===== src/rtl/hazard_ctrl_pkg.sv =====
// hazard_ctrl_pkg: shared definitions for the pipeline hazard controller.
//   - stall vector bit indices (pc, if, id, ex, mem, wb)
//   - canned stall vectors for each stall cause
//   - stall_cause encodings, doubling as the FSM state encoding
//   - RISC-V load opcode
//   - cause_sel(): priority pick of the active stall cause
package hazard_ctrl_pkg;

  // Per-stage hold bits of the stall vector.
  localparam int unsigned StallPc  = 0;
  localparam int unsigned StallIf  = 1;
  localparam int unsigned StallId  = 2;
  localparam int unsigned StallEx  = 3;
  localparam int unsigned StallMem = 4;
  localparam int unsigned StallWb  = 5;
  localparam int unsigned StallW   = 6;

  // Stall vectors per cause. The hazard vector holds pc/if/id only, so EX gets a bubble.
  localparam logic [StallW-1:0] StallVecNone = 6'b000000;
  localparam logic [StallW-1:0] StallVecIf   = 6'b000011;
  localparam logic [StallW-1:0] StallVecHaz  = 6'b000111;
  localparam logic [StallW-1:0] StallVecMem  = 6'b011111;

  // stall_cause encodings.
  localparam logic [1:0] CauseNone = 2'd0;
  localparam logic [1:0] CauseIf   = 2'd1;
  localparam logic [1:0] CauseHaz  = 2'd2;
  localparam logic [1:0] CauseMem  = 2'd3;

  localparam logic [6:0] OpcodeLoad = 7'b0000011;

  // FSM state is the stall cause itself, so the encodings match.
  typedef enum logic [1:0] {
    StRun  = 2'd0,
    StIfw  = 2'd1,
    StHaz  = 2'd2,
    StMemw = 2'd3
  } state_e;

  // Highest-priority active cause: mem > load hazard > fetch.
  function automatic state_e cause_sel(input logic mem, input logic haz, input logic ifr);
    if (mem) begin
      return StMemw;
    end else if (haz) begin
      return StHaz;
    end else if (ifr) begin
      return StIfw;
    end
    return StRun;
  endfunction

endpackage


===== src/rtl/hazard_ctrl_scoreboard.sv =====
// load_scoreboard: one busy bit per architectural register, marking a load in flight.
// Ports:
//   clk_i, rst_ni            clock, async active-low reset
//   set_i, set_addr_i        mark set_addr_i busy (a load issued from ID)
//   clr_i, clr_addr_i        clear clr_addr_i (load result written back)
//   raddr1_i/2_i             lookup addresses
//   busy1_o/2_o              combinational busy flags for the lookups (x0 always 0)
module load_scoreboard
  import hazard_ctrl_pkg::*;
#(
  parameter int unsigned RegNum = 32,
  localparam int unsigned AddrW = $clog2(RegNum)
) (
  input  logic             clk_i,
  input  logic             rst_ni,
  input  logic             set_i,
  input  logic [AddrW-1:0] set_addr_i,
  input  logic             clr_i,
  input  logic [AddrW-1:0] clr_addr_i,
  input  logic [AddrW-1:0] raddr1_i,
  input  logic [AddrW-1:0] raddr2_i,
  output logic             busy1_o,
  output logic             busy2_o
);

  // Bit 0 exists only to keep indexing simple; x0 is never marked.
  logic [RegNum-1:0] busy_q, busy_d;

  always_comb begin
    busy_d = busy_q;
    if (clr_i && (clr_addr_i != '0)) begin
      busy_d[clr_addr_i] = 1'b0;
    end
    // Set is applied after clear so a same-cycle set on the same register wins.
    if (set_i && (set_addr_i != '0)) begin
      busy_d[set_addr_i] = 1'b1;
    end
    busy_d[0] = 1'b0;
  end

  always_ff @(posedge clk_i or negedge rst_ni) begin
    if (!rst_ni) begin
      busy_q <= '0;
    end else begin
      busy_q <= busy_d;
    end
  end

  assign busy1_o = (raddr1_i != '0) && busy_q[raddr1_i];
  assign busy2_o = (raddr2_i != '0) && busy_q[raddr2_i];

endmodule


===== src/rtl/hazard_ctrl.sv =====
// hazard_ctrl: load-use hazard detection, prioritised stall vector and branch flush control
// for the five-stage RISC-V pipeline.
// Ports:
//   clk_i, rst_ni                         clock, async active-low reset
//   id_valid_i                            ID holds a valid instruction
//   id_re1_i/id_re2_i, id_raddr1_i/2_i    ID source read enables and addresses
//   id_we_i, id_waddr_i, id_is_load_i     ID destination write and load flag
//   wb_load_done_i, wb_waddr_i            load result written to the regfile this cycle
//   stallreq_if_i, stallreq_mem_i         fetch / data memory not ready
//   ex_branch_taken_i                     EX resolved a taken branch or jump
//   stall_o[5:0]                          per-stage hold {wb,mem,ex,id,if,pc}
//   flush_if_id_o, flush_id_ex_o          bubble into if_id / id_ex
//   stall_cause_o                         registered cause: 0 none, 1 if, 2 hazard, 3 mem
//   haz_timeout_o                         sticky: hazard stall lasted HazTimeout cycles
//   stall_cycles_o                        saturating count of cycles with stall_o[0]
module hazard_ctrl
  import hazard_ctrl_pkg::*;
#(
  parameter int unsigned RegNum     = 32,
  parameter int unsigned HazTimeout = 64,
  localparam int unsigned AddrW     = $clog2(RegNum)
) (
  input  logic              clk_i,
  input  logic              rst_ni,
  input  logic              id_valid_i,
  input  logic              id_re1_i,
  input  logic              id_re2_i,
  input  logic [AddrW-1:0]  id_raddr1_i,
  input  logic [AddrW-1:0]  id_raddr2_i,
  input  logic              id_we_i,
  input  logic [AddrW-1:0]  id_waddr_i,
  input  logic              id_is_load_i,
  input  logic              wb_load_done_i,
  input  logic [AddrW-1:0]  wb_waddr_i,
  input  logic              stallreq_if_i,
  input  logic              stallreq_mem_i,
  input  logic              ex_branch_taken_i,
  output logic [StallW-1:0] stall_o,
  output logic              flush_if_id_o,
  output logic              flush_id_ex_o,
  output logic [1:0]        stall_cause_o,
  output logic              haz_timeout_o,
  output logic [31:0]       stall_cycles_o
);

  localparam int unsigned WdogW = $clog2(HazTimeout + 1);
  localparam logic [WdogW-1:0] WdogMax = WdogW'(HazTimeout);

  state_e            state_q, state_d;
  logic [WdogW-1:0]  wdog_q, wdog_d;
  logic              timeout_q, timeout_d;
  logic [31:0]       cycles_q, cycles_d;

  logic              src1_busy, src2_busy;
  logic              haz1, haz2, haz;
  logic [StallW-1:0] stall_raw;
  logic              flush_raw;
  logic              id_fire;

  // Hazard detection

  load_scoreboard #(
    .RegNum (RegNum)
  ) u_scoreboard (
    .clk_i      (clk_i),
    .rst_ni     (rst_ni),
    .set_i      (id_fire),
    .set_addr_i (id_waddr_i),
    .clr_i      (wb_load_done_i),
    .clr_addr_i (wb_waddr_i),
    .raddr1_i   (id_raddr1_i),
    .raddr2_i   (id_raddr2_i),
    .busy1_o    (src1_busy),
    .busy2_o    (src2_busy)
  );

  // A load writing back this cycle is forwarded by the regfile, so it is not a hazard.
  assign haz1 = id_re1_i && src1_busy && !(wb_load_done_i && (wb_waddr_i == id_raddr1_i));
  assign haz2 = id_re2_i && src2_busy && !(wb_load_done_i && (wb_waddr_i == id_raddr2_i));
  assign haz  = id_valid_i && (haz1 || haz2);

  // Stall and flush

  always_comb begin
    stall_raw = StallVecNone;
    if (stallreq_mem_i) begin
      stall_raw = StallVecMem;
    end else if (haz) begin
      stall_raw = StallVecHaz;
    end else if (stallreq_if_i) begin
      stall_raw = StallVecIf;
    end
  end

  // Under a mem stall EX is held, so the taken branch is seen again once the stall lifts.
  assign flush_raw = ex_branch_taken_i && !stallreq_mem_i;

  // A flushed ID instruction never issues, so its load must not mark the scoreboard.
  assign id_fire = id_valid_i && !stall_raw[StallId] && id_we_i && id_is_load_i &&
                   (id_waddr_i != '0) && !flush_raw;

  // While reset is low the pipeline is released and both pipeline registers are bubbled.
  assign stall_o       = rst_ni ? stall_raw : StallVecNone;
  assign flush_if_id_o = !rst_ni || flush_raw;
  assign flush_id_ex_o = !rst_ni || flush_raw;

  // Cause FSM

  always_comb begin
    state_d = cause_sel(stallreq_mem_i, haz, stallreq_if_i);
  end

  always_ff @(posedge clk_i or negedge rst_ni) begin
    if (!rst_ni) begin
      state_q <= StRun;
    end else begin
      state_q <= state_d;
    end
  end

  assign stall_cause_o = state_q;

  // Watchdog and stall counter

  always_comb begin
    wdog_d    = '0;
    timeout_d = timeout_q;
    cycles_d  = cycles_q;
    if (state_d == StHaz) begin
      // Saturate so a very long hazard cannot wrap back below the threshold.
      wdog_d = (wdog_q == WdogMax) ? wdog_q : wdog_q + 1'b1;
    end
    if (wdog_d == WdogMax) begin
      timeout_d = 1'b1;
    end
    if (stall_raw[StallPc] && (cycles_q != '1)) begin
      cycles_d = cycles_q + 32'd1;
    end
  end

  always_ff @(posedge clk_i or negedge rst_ni) begin
    if (!rst_ni) begin
      wdog_q    <= '0;
      timeout_q <= 1'b0;
      cycles_q  <= '0;
    end else begin
      wdog_q    <= wdog_d;
      timeout_q <= timeout_d;
      cycles_q  <= cycles_d;
    end
  end

  assign haz_timeout_o  = timeout_q;
  assign stall_cycles_o = cycles_q;

endmodule


===== config.mk =====
export PLATFORM = sky130hd
export DESIGN_NAME = hazard_ctrl
export DESIGN_NICKNAME = d
export VERILOG_FILES = /design/src/rtl/hazard_ctrl_pkg.sv /design/src/rtl/hazard_ctrl_scoreboard.sv /design/src/rtl/hazard_ctrl.sv
export SDC_FILE = /design/constraint.sdc
export NUM_CORES = 1
export LEC_CHECK = 0
export BUFFER_PORTS_ARGS = -buffer_cell sky130_fd_sc_hd__buf_4
export CORE_UTILIZATION = 45
export CTS_BUF_LIST = sky130_fd_sc_hd__clkbuf_16
export DETAILED_ROUTE_END_ITERATION = 12
export HOLD_SLACK_MARGIN = 0.03
export PLACE_DENSITY_LB_ADDON = 0.08
export SLEW_MARGIN = 40
export SYNTH_ARGS = -nofsm -noshare
export SYNTH_HDL_FRONTEND = slang
export SYNTH_HIERARCHICAL = 1
export SYNTH_SLANG_ARGS = --single-unit

===== constraint.sdc =====
create_clock -name clk_i -period 7.5 [get_ports clk_i]
set_input_delay 0.75 -clock clk_i [delete_from_list [all_inputs] [get_ports clk_i]]
set_output_delay 0.75 -clock clk_i [all_outputs]
set_load 0.005 [all_outputs]

==> results list <==
- Fraction of synthesis flops using an asynchronous set or reset pin: 100%
* Boundary pin count: 74
- Part of the Yosys area used for sequential elements: 42.8%
- At the end of the flow, the number of nets in the layout was approximately 520.
* Path category of the worst min-delay check: in2async
* Maximum fanout along the worst path: 23
- The count of nets left with antenna violations once routing finished came out at 0.
* Number of synthesized register bits: 73
* Max_slew headroom: 62.5%
- Tot Pwr: 1.08 mW
* Longest Clk Path Bufs: 2
- The first global-routing pass estimated 18.1 mm of wire.
- Switching part of the total power: about 26%
- Clock group share of total power: between 40% and 50%
- Total inserted antenna cells: 0
* Clock-pin slew on the worst setup and hold paths: 60 ps
- In this run the static leakage power is 2.18 nW.
- Synthesis-to-layout area growth: 21.2%
- The via count of the first global-routing pass was 3434.
- Internal portion of total power: 802 uW
- Proportion of power drawn by combinational gates: 15.9%
- Switching power summed over all nets: 275 uW
* Layout Skew: 8.01 ps
- Count of final max-slew check failures: 0
- TritonCTS built the clock tree.
- The count of buffers added on input and output ports is 72.
* Number of filler instances in the final layout: 817
- Fraction of post-synthesis cell area in the top cell type by area: about 43%
* Number of clock sinks seen by CTS: 73
- Weighted congestion reported at the end of routability-driven placement: approximately 0.84
- Area of the mapped netlist: 4270 um^2
- Detailed placement finished with a half-perimeter wire length of 7.85 mm.
- Total length of routed wires: 11.0 mm
- Overall via count from detail_route: 3573
- Sequential cells account for approximately 43% of the total power.
- Post-route standard cell area excluding fillers: 5170 um^2
- Dividing total power by cell area gives a power density of around 210 nW/um^2.
* Pin count of the biggest net entering global routing: 45
* Simple-Gate Fraction of Synth Area: 23.1%
- Run status: finished clean
- WL/cell: 18.3 um
- The placed instances occupy a cell area of 4860 um^2.
- Hold violation count in the final report: 0
- In the final layout, the share of cells above drive strength 1 is 23.6%.
* Vias per std cell: 5.94
* Iteration-0 DRC count of the detailed router: approximately 190
- Root buf cell: sky130_fd_sc_hd__clkbuf_16
- Synth Area in Compound Gates: 10.6%
- In this run the worst setup path begins at id_raddr2_i[0].
- MaxCap Viol Count: 0
- Adder and majority gate portion of the synthesized area: less than 1%
* Source-to-sink clock delay at the later pin of the worst-skew pair: around 330 ps
- Data required time of the worst path: approximately 6800 ps
- Post CTS Setup Buffer Count: 0
- Number of nets produced by synthesis: 452
- Arrival time at the worst endpoint: around 3000 ps
- The core region is just over 9000 um^2.
- Area enclosed by the die boundary: approximately 10000 um^2
- In this run the critical register-to-register path is launched from u_scoreboard/busy_q[31]$_DFF_PN0_.
- Critical path start-end classification: in2out
* Clock buffer count from CTS: 9
- YS warnings: 6
* Number of levels the H-tree was split into: 3
- The first TritonRoute pass finished after 5 iterations.
* DR DRC count: 0
- Final hold analysis gives a worst-case slack of roughly 400 ps.
- Dominant combinational cell family by area after synthesis: simple AND/OR/NAND/NOR gates
* Post-route minimum period: between 3000 and 4000 ps
- Initial standard-cell utilization of the core: 46.4%
- After global routing the overflow that remains totals 0.
- Period Utilization, post-route: 50.1%
* Width of the die: around 99 um
- The worst setup path is captured at an output port.
* Number of flops mapped to enable cells by yosys: 0
* Setup repair after global routing missed its margin: false
* Number of hold-repair buffers added at the cts stage: 0
* Maximum VDD drop: between 0.15 and 0.2 mV
- Area share of xor/xnor cells in the synthesized design: 9.65%
- At the pin with the least slew margin, the transition time is 563 ps.
* Average cell area after synthesis: around 10 um^2
- In this run the vertical extent of the chip is between 90 and 100 um.
- Multiplexer area fraction after synthesis: about a tenth
* Setup violations, final: 0
- Worst-case setup margin in the final layout: 3750 ps
- Critical path launch point type: primary input
- Timing-limited maximum frequency: 266 MHz
- Post-CTS repair changed the size of 0 cells.
- Overall fraction of global-route tracks in use: 24.0%
- Commonest register cell after synthesis: sky130_fd_sc_hd__dfrtp_1
* Yosys top cell by area: sky130_fd_sc_hd__dfrtp_1
* Number of instances in the synthesized netlist: 418
- Number of antenna violations at the first check in global routing: 0
- Row count: 35
- In the final layout, the multi-input gates occupy 2310 um^2.
- Worst slack, placed: 3750 ps
- Storage cell area: between 1500 and 2000 um^2
* Dominant cells by area after synthesis: sky130_fd_sc_hd__dfrtp_1 43%, sky130_fd_sc_hd__o21ai_0 7.4%, sky130_fd_sc_hd__xnor2_1 5.5%, sky130_fd_sc_hd__mux4_2 4.2%, sky130_fd_sc_hd__xor2_1 4.1%
- Number of library cell types mapped by synthesis: 51
* Setup TNS after final layout: 0 ps
-- flip-flops by register name, indices dropped and copies added (netlist names) --
| register | cells |
|---|---|
| haz_timeout_o | 1 |
| stall_cycles_o | 32 |
| u_scoreboard/busy_q | 31 |
| wdog_q | 7 |
| stall_cause_o | 2 |
-- kinds of logic after synthesis --
logic type,after synthesis
simple gates,169
compound gates,80
flops,73
xor+xnor,47
buf+inv,24
mux,21
fa+ha+maj,3
other cells,1
-- routing by layer --
metal / part of all wire [%] / routed length, um / vias up / global-route usage, %
met5: 0 / 0 / - / 0
met4: 1.9 / 214 / 0 / 9.39
met3: 7.3 / 804 / 16 / 6.04
met2: 44 / 4900 / 129 / 36.3
met1: 46 / 5120 / 1747 / 33.1
li1: - / - / 1681 / -
-- power groups by stage --
stage               combinational (mW)  clock, mW  sequential [mW]
floorplan                       0.0891          0            0.461
global placement                 0.168          0            0.467
detailed placement               0.173          0            0.467
CTS                              0.173      0.456            0.461
global route                     0.190      0.473            0.467
finish                           0.171      0.445            0.461
-- cell usage after synthesis (6+ instances only) --
| cell | instances |
|---|---|
| sky130_fd_sc_hd__nand3_1 | 28 |
| sky130_fd_sc_hd__dfrtp_1 | 73 |
| sky130_fd_sc_hd__mux4_1 | 6 |
| sky130_fd_sc_hd__mux4_2 | 8 |
| sky130_fd_sc_hd__buf_2 | 6 |
| sky130_fd_sc_hd__o21ai_0 | 63 |
| sky130_fd_sc_hd__nand2_1 | 31 |
| sky130_fd_sc_hd__nor2_1 | 19 |
| sky130_fd_sc_hd__xnor2_1 | 27 |
| sky130_fd_sc_hd__inv_1 | 7 |
| sky130_fd_sc_hd__nand4_1 | 16 |
| sky130_fd_sc_hd__nand3b_1 | 8 |
| sky130_fd_sc_hd__nor3_1 | 8 |
| sky130_fd_sc_hd__and2_1 | 6 |
| sky130_fd_sc_hd__nor4_1 | 8 |
| sky130_fd_sc_hd__xor2_1 | 20 |
| sky130_fd_sc_hd__and3_1 | 8 |
-- critical path, cell delays in order --
cell and delay [ps]:
sky130_fd_sc_hd__buf_4 200, sky130_fd_sc_hd__mux4_2 530, sky130_fd_sc_hd__and3_1 190, sky130_fd_sc_hd__o21ai_0 150, sky130_fd_sc_hd__nand4_1 160, sky130_fd_sc_hd__a31oi_1 180, sky130_fd_sc_hd__a41o_1 190, sky130_fd_sc_hd__nand3b_1 100
sky130_fd_sc_hd__buf_4 220, sky130_fd_sc_hd__and2_1 200, sky130_fd_sc_hd__buf_4 130
-- stage by stage --
| step | util [%] | cells |
|---|---|---|
| after floorplan | - | 418 |
| after global placement | 52.8 | 586 |
| after detailed placement | 52.9 | 587 |
| after CTS | 56.2 | 602 |
| after global routing | 56.2 | 602 |
| final | 56.2 | 602 |
-- final cells by class --
type	instances	share of cell area, %
multi-input cells	321	44.6
well taps	111	2.69
clock buffers	9	4.36
clock inverters	6	1.65
flip-flops and latches	73	35.3
inverters	7	0.508
repair buffers	75	10.9
-- cells in the final DEF, fill, tap and decap left out, drive strengths merged, types with 14 or more instances in the layout --
cell type	count
buf	75
dfrtp	73
mux4	14
nand2	31
nand3	29
nand4	16
nor2	19
o21ai	63
xnor2	27
xor2	20
-- path summary, 6_finish.rpt --
kind / end / slack [ps] / cells after the start
worst min-delay path: haz_timeout_o$_DFFE_PN0N_ / 400 / 1
worst max register to register: u_scoreboard/busy_q[13]$_DFF_PN0_ / 4360 / 11
worst min register to register: haz_timeout_o$_DFFE_PN0N_ / 470 / 2
min in group clk_i: haz_timeout_o$_DFFE_PN0N_ / 470 / 2
worst max-delay path: stall_o[1] / 3750 / 11
max in group asynchronous: stall_cycles_o[10]$_DFFE_PN0P_ / 6260 / 2
(Power assumes the default switching activity.)
